$ cat src/rtl/alu_op_sequencer_if.sv
// Command and result streams of alu_op_sequencer. The sequencer uses the slave
// modport; the command source / result consumer uses the master modport.
interface alu_op_sequencer_if #(
    parameter int WIDTH = 8,
    parameter int SEL_W = 3
);
    // Both streams: a beat transfers on a rising clock edge where valid && ready;
    // once valid is high the payload holds steady and valid stays high until that edge.
    logic                 cmd_valid_in;
    logic                 cmd_ready_out;
    logic [WIDTH-1:0]     a_in;
    logic [WIDTH-1:0]     b_in;
    logic [SEL_W-1:0]     op_start_in;
    logic [SEL_W-1:0]     op_count_in;

    logic                 res_valid_out;
    logic                 res_ready_in;
    logic [2*WIDTH-1:0]   res_data_out;
    logic [SEL_W-1:0]     res_sel_out;
    logic                 res_gt_out;
    logic                 res_eq_out;
    logic                 res_last_out;

    modport slave (
        input  cmd_valid_in, a_in, b_in, op_start_in, op_count_in, res_ready_in,
        output cmd_ready_out, res_valid_out, res_data_out, res_sel_out,
               res_gt_out, res_eq_out, res_last_out
    );

    modport master (
        output cmd_valid_in, a_in, b_in, op_start_in, op_count_in, res_ready_in,
        input  cmd_ready_out, res_valid_out, res_data_out, res_sel_out,
               res_gt_out, res_eq_out, res_last_out
    );
endinterface

$ cat src/rtl/alu_op_sequencer.sv
// Sweeps a range of ALU ops over one operand pair and streams each result out.
// Optional ALU_SEQ_ABORT_EN adds abort_in, which cancels a running sweep.
module alu_op_sequencer #(
    parameter int WIDTH = 8,
    parameter int SEL_W = 3
) (
    input  logic                clk_in,
    input  logic                rst_n_in,
    alu_op_sequencer_if.slave   bus,
    output logic [WIDTH-1:0]    d0_out,
    output logic [WIDTH-1:0]    d1_out,
    output logic [SEL_W-1:0]    sel_out,
    input  logic [2*WIDTH-1:0]  alu_res_in,
    input  logic                alu_gt_in,
    input  logic                alu_eq_in,
    output logic                busy_out,
    output logic [1:0]          dbg_state_out
`ifdef ALU_SEQ_ABORT_EN
    ,
    input  logic                abort_in
`endif
);
    typedef enum logic [1:0] {S_IDLE = 2'd0, S_ISSUE = 2'd1, S_HOLD = 2'd2} state_t;

    state_t               r_state;
    state_t               w_next_state;
    logic [WIDTH-1:0]     r_d0;
    logic [WIDTH-1:0]     r_d1;
    logic [SEL_W-1:0]     r_sel;
    logic [SEL_W:0]       r_remaining;
    logic                 r_res_valid;
    logic [2*WIDTH-1:0]   r_res_data;
    logic [SEL_W-1:0]     r_res_sel;
    logic                 r_res_gt;
    logic                 r_res_eq;
    logic                 r_res_last;
    logic                 w_abort;
    logic [SEL_W:0]       w_count_init;

`ifdef ALU_SEQ_ABORT_EN
    assign w_abort = abort_in;
`else
    assign w_abort = 1'b0;
`endif

    // A count of zero encodes the full op space.
    assign w_count_init = (bus.op_count_in == '0) ? (SEL_W+1)'(1 << SEL_W)
                                                  : {1'b0, bus.op_count_in};

    always_comb begin
        w_next_state = r_state;
        case (r_state)
            S_IDLE:  if (bus.cmd_valid_in) w_next_state = S_ISSUE;
            S_ISSUE: w_next_state = w_abort ? S_IDLE : S_HOLD;
            S_HOLD: begin
                if (w_abort)
                    w_next_state = S_IDLE;
                else if (bus.res_ready_in)
                    w_next_state = r_res_last ? S_IDLE : S_ISSUE;
            end
            default: w_next_state = S_IDLE;
        endcase
    end

    always_ff @(posedge clk_in or negedge rst_n_in) begin
        if (!rst_n_in) begin
            r_state     <= S_IDLE;
            r_d0        <= '0;
            r_d1        <= '0;
            r_sel       <= '0;
            r_remaining <= '0;
            r_res_valid <= 1'b0;
            r_res_data  <= '0;
            r_res_sel   <= '0;
            r_res_gt    <= 1'b0;
            r_res_eq    <= 1'b0;
            r_res_last  <= 1'b0;
        end else begin
            r_state <= w_next_state;
            case (r_state)
                S_IDLE: begin
                    if (bus.cmd_valid_in) begin
                        r_d0        <= bus.a_in;
                        r_d1        <= bus.b_in;
                        r_sel       <= bus.op_start_in;
                        r_remaining <= w_count_init;
                    end
                end
                S_ISSUE: begin
                    // ALU inputs have been stable a full cycle, so its outputs are settled here.
                    if (!w_abort) begin
                        r_res_data  <= alu_res_in;
                        r_res_gt    <= alu_gt_in;
                        r_res_eq    <= alu_eq_in;
                        r_res_sel   <= r_sel;
                        r_res_last  <= (r_remaining == (SEL_W+1)'(1));
                        r_res_valid <= 1'b1;
                    end
                end
                S_HOLD: begin
                    if (w_abort) begin
                        r_res_valid <= 1'b0;
                    end else if (bus.res_ready_in) begin
                        r_res_valid <= 1'b0;
                        if (!r_res_last) begin
                            r_sel       <= r_sel + SEL_W'(1);
                            r_remaining <= r_remaining - (SEL_W+1)'(1);
                        end
                    end
                end
                default: ;
            endcase
        end
    end

    assign bus.cmd_ready_out = (r_state == S_IDLE);
    assign bus.res_valid_out = r_res_valid;
    assign bus.res_data_out  = r_res_data;
    assign bus.res_sel_out   = r_res_sel;
    assign bus.res_gt_out    = r_res_gt;
    assign bus.res_eq_out    = r_res_eq;
    assign bus.res_last_out  = r_res_last;
    assign d0_out            = r_d0;
    assign d1_out            = r_d1;
    assign sel_out           = r_sel;
    assign busy_out          = (r_state != S_IDLE);
    assign dbg_state_out     = r_state;
endmodule

$ cat src/flat_wrapper.sv
// flat-port wrapper written by rule: the top's interface ports become plain ports
module alu_op_sequencer_flat 
#(
    parameter int WIDTH = 8,
    parameter int SEL_W = 3
)
  (clk_in, rst_n_in, d0_out, d1_out, sel_out, alu_res_in, alu_gt_in, alu_eq_in, busy_out, dbg_state_out, bus_cmd_valid_in, bus_a_in, bus_b_in, bus_op_start_in, bus_op_count_in, bus_res_ready_in, bus_cmd_ready_out, bus_res_valid_out, bus_res_data_out, bus_res_sel_out, bus_res_gt_out, bus_res_eq_out, bus_res_last_out);
  alu_op_sequencer_if #(.WIDTH(WIDTH), .SEL_W(SEL_W)) bus_i ();
  input  logic clk_in;
  input  logic rst_n_in;
  output logic [WIDTH-1:0] d0_out;
  output logic [WIDTH-1:0] d1_out;
  output logic [SEL_W-1:0] sel_out;
  input  logic [2*WIDTH-1:0] alu_res_in;
  input  logic alu_gt_in;
  input  logic alu_eq_in;
  output logic busy_out;
  output logic [1:0] dbg_state_out;
  input wire logic [$bits(bus_i.cmd_valid_in)-1:0] bus_cmd_valid_in;
  input wire logic [$bits(bus_i.a_in)-1:0] bus_a_in;
  input wire logic [$bits(bus_i.b_in)-1:0] bus_b_in;
  input wire logic [$bits(bus_i.op_start_in)-1:0] bus_op_start_in;
  input wire logic [$bits(bus_i.op_count_in)-1:0] bus_op_count_in;
  input wire logic [$bits(bus_i.res_ready_in)-1:0] bus_res_ready_in;
  output wire logic [$bits(bus_i.cmd_ready_out)-1:0] bus_cmd_ready_out;
  output wire logic [$bits(bus_i.res_valid_out)-1:0] bus_res_valid_out;
  output wire logic [$bits(bus_i.res_data_out)-1:0] bus_res_data_out;
  output wire logic [$bits(bus_i.res_sel_out)-1:0] bus_res_sel_out;
  output wire logic [$bits(bus_i.res_gt_out)-1:0] bus_res_gt_out;
  output wire logic [$bits(bus_i.res_eq_out)-1:0] bus_res_eq_out;
  output wire logic [$bits(bus_i.res_last_out)-1:0] bus_res_last_out;
  assign bus_i.cmd_valid_in = bus_cmd_valid_in;
  assign bus_i.a_in = bus_a_in;
  assign bus_i.b_in = bus_b_in;
  assign bus_i.op_start_in = bus_op_start_in;
  assign bus_i.op_count_in = bus_op_count_in;
  assign bus_i.res_ready_in = bus_res_ready_in;
  assign bus_cmd_ready_out = bus_i.cmd_ready_out;
  assign bus_res_valid_out = bus_i.res_valid_out;
  assign bus_res_data_out = bus_i.res_data_out;
  assign bus_res_sel_out = bus_i.res_sel_out;
  assign bus_res_gt_out = bus_i.res_gt_out;
  assign bus_res_eq_out = bus_i.res_eq_out;
  assign bus_res_last_out = bus_i.res_last_out;
  alu_op_sequencer #(.WIDTH(WIDTH), .SEL_W(SEL_W)) u_core (.clk_in(clk_in), .rst_n_in(rst_n_in), .bus(bus_i), .d0_out(d0_out), .d1_out(d1_out), .sel_out(sel_out), .alu_res_in(alu_res_in), .alu_gt_in(alu_gt_in), .alu_eq_in(alu_eq_in), .busy_out(busy_out), .dbg_state_out(dbg_state_out));
endmodule
$ cat config.mk
export PLATFORM = sky130hd
export DESIGN_NAME = alu_op_sequencer_flat
export DESIGN_NICKNAME = d
export VERILOG_FILES = /design/src/rtl/alu_op_sequencer_if.sv /design/src/rtl/alu_op_sequencer.sv /design/src/flat_wrapper.sv
export SDC_FILE = /design/constraint.sdc
export NUM_CORES = 1
export LEC_CHECK = 0
export ABC_CLOCK_PERIOD_IN_PS = 2550
export CAP_MARGIN = 20
export CORE_ASPECT_RATIO = 0.8
export CORE_MARGIN = 5
export CORE_UTILIZATION = 40
export DETAILED_ROUTE_END_ITERATION = 8
export PLACE_DENSITY = 0.73
export SLEW_MARGIN = 30
export SYNTH_ARGS = -nofsm -noshare
export SYNTH_HDL_FRONTEND = slang
export SYNTH_SLANG_ARGS = --single-unit
$ cat constraint.sdc
create_clock -name clk_in -period 2.55 [get_ports clk_in]
set_input_delay 0.255 -clock clk_in [delete_from_list [all_inputs] [get_ports clk_in]]
set_output_delay 0.255 -clock clk_in [all_outputs]
set_load 0.05 [all_outputs]
==> results of run 1 <==
==> worst min path at each step <==
stage                   from                         end
finish              rst_n_in            u_core.d1_out[2]
global route        rst_n_in            u_core.d1_out[2]
CTS                 rst_n_in   u_core.bus.res_sel_out[0]
detailed placement  rst_n_in            u_core.d1_out[2]
global placement    rst_n_in            u_core.d0_out[5]
floorplan           rst_n_in  u_core.bus.res_data_out[0]
==> critical path, stage by stage, from the launching register on <==
cell             delay (ns)
dfrtp_1                0.61
nor2_1                 0.12
inv_1                  0.08
clkdlybuf4s50_1        0.79
==> synthesized netlist by cell type <==
library cell	count	share of area
nand2_1	68	0.13
dfrtp_1	48	0.60
mux2_2	18	0.10
inv_1	6	0.011
nor2_1	5	0.0094
o21ai_0	5	0.012
buf_2	4	0.010
a21oi_1	3	0.0075
ha_1	3	0.019
o221a_2	3	0.017
and4b_1	2	0.010
mux2_4	2	0.015
mux2i_1	2	0.010
nand3b_1	2	0.0075
nor2b_1	2	0.0062
a31o_1	1	0.0044
buf_4	1	0.0037
buf_6	1	0.0056
clkbuf_1	1	0.0019
nand2b_1	1	0.0031
nand3_1	1	0.0025
nor3_1	1	0.0025
nor3b_4	1	0.0094
o31ai_1	1	0.0037
==> flip-flops by register name, summed over array words and instances (netlist names) <==
signal,cells
u_core.bus.res_last_out,1
u_core.bus.res_eq_out,1
u_core.r_remaining,4
u_core.bus.res_data_out,16
u_core.d1_out,8
u_core.bus.res_gt_out,1
u_core.sel_out,3
u_core.bus.res_valid_out,1
u_core.bus.res_sel_out,3
u_core.dbg_state_out,2
u_core.d0_out,8
==> final cells by class <==
type                    count  area, um2  area share
clock buffers               5      68.82     0.02232
clock inverters             3      42.54     0.01380
multi-input cells         121      737.0      0.2390
inverters                   6      22.52    0.007305
flip-flops and latches     48       1201      0.3896
well taps                  62      77.57     0.02516
repair buffers             95      933.4      0.3028
==> routing by layer <==
metal / GRT usage / up-vias / part of all wire
li1: - / 783 / -
met1: 0.2165 / 725 / 0.45
met2: 0.2551 / 48 / 0.46
met3: 0.05157 / 2 / 0.090
met4: 0.02975 / 0 / 0.0025
met5: 0 / - / 0
==> logic make-up after synthesis <==
group,count (synthesis),share of synthesized area
compound gates,13,0.04497
simple gates,83,0.1780
fa+ha+maj,3,0.01874
mux,22,0.1262
flops,48,0.5996
buf+inv,13,0.03248
==> per-stage QoR <==
step / utilization / setup WS (ns) / cell area [um2]
after global placement: 0.6018 / 0.7495 / 2962
after detailed placement: 0.6018 / 0.7341 / 2962
after floorplan: - / 0.2755 / 2003
final: 0.6265 / 0.4061 / 3083
after CTS: 0.6265 / 0.3986 / 3083
after global routing: 0.6265 / 0.2860 / 3083
==> flow_summary.ini, run 1 <==
[yosys]
synth_nets = 229
yosysSeqAreaShare = 0.5996
syn_area_um2 = 2003
avgSynthCellArea_um2 = 11.01
ys_types = 24
ys.warnings.count = 0
netlist_instances = 182
ys_ff_latch = 48

[global_routing]
gr-total-overflow = 0
grt_antenna_before_repair = 0
grt_pass1_vias = 1644
grt_max_degree = 37
grt_pass1_wl_mm = 8.045
grt_util_all_layers = 0.1599

[sta]
hold_slack_ns = 0.3804
min_period_ns = 2.144
slew_headroom = 0.6472
worst_slew_pin_slew_ns = 0.5276
timing.fmax_ghz = 0.4664
fin_skew_ns = 0.003484
hold_viol = 0
drv_slew = 0
setup_viol = 0
fin_crit_sh = 0.8407
finalSetupTns_ns = 0
rsz0062_at_grt = false

[clock_tree]
cts_tree = done
cts_buffers = 5
cts_sinks = 48
clk_pin_slew_worst_paths_ns = 0.09
hold_buffers = 1
cts_setup_buffers = 0
ctsResizeCount = 0
clock_latency_ns = 0.29
htreeDepth = 2
cts_max_path_buffers = 2
clockRootBuffer = clkbuf_8

[routing]
routed_wl_mm = 4.808
wl_per_cell_um = 14.14
drt_pass1_iterations = 4
drt_iter0_drc = 47
vias_per_cell = 4.582
ant_nets = 0
vias = 1558
drc = 0

[critical_path]
startpoint = u_core.dbg_state_out[1]
worstSetupPathType = reg -> out
crit-reg2reg-launch = u_core.dbg_state_out[1]
cp-end-kind = output pin
r2r-end = u_core.sel_out[1]
required_ns = 2.30
endpoint = busy_out
worst_setup_path_start_kind = flop
ff2ff_path_depth = 4
reg2reg_slack_ns = 0.76
crit_path_max_fanout = 13
arrival_ns = 1.89

[flow_run]
maxCapViolations = 0

[hold_path]
hold_path_class = in -> async

[floorplanning]
core_area_um2 = 4921
die_w_um = 89.12
io_pins = 90
die_area_um2 = 6532
start_util = 0.4071
die_h_um = 73.30
row_count = 23

[cells_and_area]
mostFrequentLayoutCells = 88 x clkdlybuf4s50_1, 68 x nand2_1, 48 x dfrtp_1
drive_above_1_share = 0.1367
syn_to_final_growth_pct = 53.90
nets = 324
final_common_cell = clkdlybuf4s50_1
fillers = 400
finalNonFillerCells = 340
insertedDiodeCount = 0

[place]
placedCellCount = 331
hpwl_mm = 3.525
gp_congestion = 0.8305
place.port_buffers = 89

[run_status]
status = finished clean
Power of run 1 is not shown: default switching activity piles up to over one toggle a cycle in this logic, so the estimate is an artifact.
==> run 2: changes to the inputs <==
--- a/config.mk
+++ b/config.mk
@@ -5,7 +5,7 @@
 export SDC_FILE = /design/constraint.sdc
 export NUM_CORES = 1
 export LEC_CHECK = 0
-export ABC_CLOCK_PERIOD_IN_PS = 2550
+export ABC_CLOCK_PERIOD_IN_PS = 2100
 export CAP_MARGIN = 20
 export CORE_ASPECT_RATIO = 0.8
 export CORE_MARGIN = 5
==> constraint.sdc (replaced) <==
create_clock -name clk_in -period 2.1 [get_ports clk_in]
set_input_delay 0.21 -clock clk_in [delete_from_list [all_inputs] [get_ports clk_in]]
set_output_delay 0.21 -clock clk_in [all_outputs]
set_load 0.05 [all_outputs]
==> flow_summary.ini, run 2 (same netlist as run 1, synthesis figures left out) <==
[run_status]
status = finished clean

[sta]
fin_skew_ns = 0.007000
setup_viol = 0
rsz0062_at_grt = false
hold_viol = 0
worst_slew_pin_slew_ns = 0.5703
drv_slew = 0
fin_crit_sh = 0.9300
slew_headroom = 0.6198
finalSetupTns_ns = 0
timing.fmax_ghz = 0.5121
min_period_ns = 1.953
worst_slack_ns = 0.1471

[critical_path]
reg2reg_slack_ns = 0.28
cpPeakStageDelay_ns = 0.88
cp-end-kind = output pin
worstSetupPathType = reg -> out
arrival_ns = 1.74
crit_family = buffers and inverters
cp_slowest_cell = clkdlybuf4s50_1
worst_setup_path_start_kind = flop
crit_chain = clkdlybuf4s50_1
path_buf_inv = 1
required_ns = 1.89
crit_path_max_fanout = 8

[routing]
drc = 0
wl_per_cell_um = 14.67
top_layer_used = met4
routed_wl_mm = 4.972
detailroute.wirelength.met3_um = 396
ant_nets = 0
m1WireLength_mm = 2.268
vias_per_cell = 4.673
met2_length_mm = 2.257
drt_pass1_iterations = 4
drt_iter0_drc = 44
vias = 1584

[clock_tree]
cts_tree = done
htreeDepth = 2
cts_sinks = 48
cts_buffers = 5
clk_pin_slew_worst_paths_ns = 0.09
clock_latency_ns = 0.29
cts_max_path_buffers = 2
clockRootBuffer = clkbuf_8

[cells_and_area]
nets = 324
final_common_cell = clkdlybuf4s50_1
insertedDiodeCount = 0
drive_above_1_share = 0.1444
mostFrequentLayoutCells = 85 x clkdlybuf4s50_1, 68 x nand2_1, 48 x dfrtp_1
largest_reg_flops = 16
syn_to_final_growth_pct = 53.78

[floorplanning]
start_util = 0.4071
row_count = 23
die_h_um = 73.30
io_pins = 90
die_area_um2 = 6532
core_area_um2 = 4921
die_w_um = 89.12

[flow_run]
maxCapViolations = 0

[global_routing]
gr-total-overflow = 0
grt_max_degree = 26
grt_pass1_vias = 1648
grt_antenna_before_repair = 0
grt_util_all_layers = 0.1618
grt_pass1_wl_mm = 8.073

[place]
pre_cts_slack_ns = 0.3173
place.port_buffers = 89
hpwl_mm = 3.606
gp_congestion = 0.7891

[hold_path]
hold_path_class = in -> reg
==> run 2: cell type report <==
type                            count  area (um2)
Inverter                            6       22.52
Tap cell                           62       77.57
Fill cell                         424        1841
Sequential cell                    48        1201
Clock buffer                        7       96.34
Timing Repair Buffer               95       943.4
Multi-Input combinational cell    121       739.5
==> run 2: stage by stage <==
step | utilization | instance area (um2) | cells | hold slack [ns]
after floorplan | - | 2006 | 182 | -0.08559
after global placement | 0.6039 | 2972 | 331 | 0.2210
after detailed placement | 0.6039 | 2972 | 331 | 0.2397
after CTS | 0.6255 | 3078 | 339 | 0.4234
after global routing | 0.6260 | 3080 | 339 | 0.4251
final | 0.6260 | 3080 | 339 | 0.4328
==> run 2: metal layers <==
metal / vias up / track usage
met4: 0 / 0.04959
li1: 783 / -
met2: 52 / 0.2518
met1: 745 / 0.2192
met5: - / 0
met3: 4 / 0.04709
==> run 2: what timing repair did <==
item | 4_1_cts | 5_1_grt
hold buffers | 1 | 0
resized for setup | 0 | 1
setup endpoints to repair | 0 | 1
setup buffers | 0 | 0
endpoints found under the hold margin | 23 | 0
==> run 2: path summary, 6_finish.rpt <==
kind / startpoint / endpoint / cells past startpoint
worst max-delay path: u_core.dbg_state_out[0] / dbg_state_out[0] / 1
worst min-delay path: alu_res_in[0] / u_core.bus.res_data_out[0] / 3
worst max register to register: u_core.dbg_state_out[1] / u_core.r_remaining[1] / 4
worst min register to register: u_core.bus.res_sel_out[0] / u_core.bus.res_sel_out[0] / 2
max in group asynchronous: rst_n_in / u_core.sel_out[2] / 3
min in group asynchronous: rst_n_in / u_core.d1_out[4] / 2
Power of run 2 is left out for the same reason.
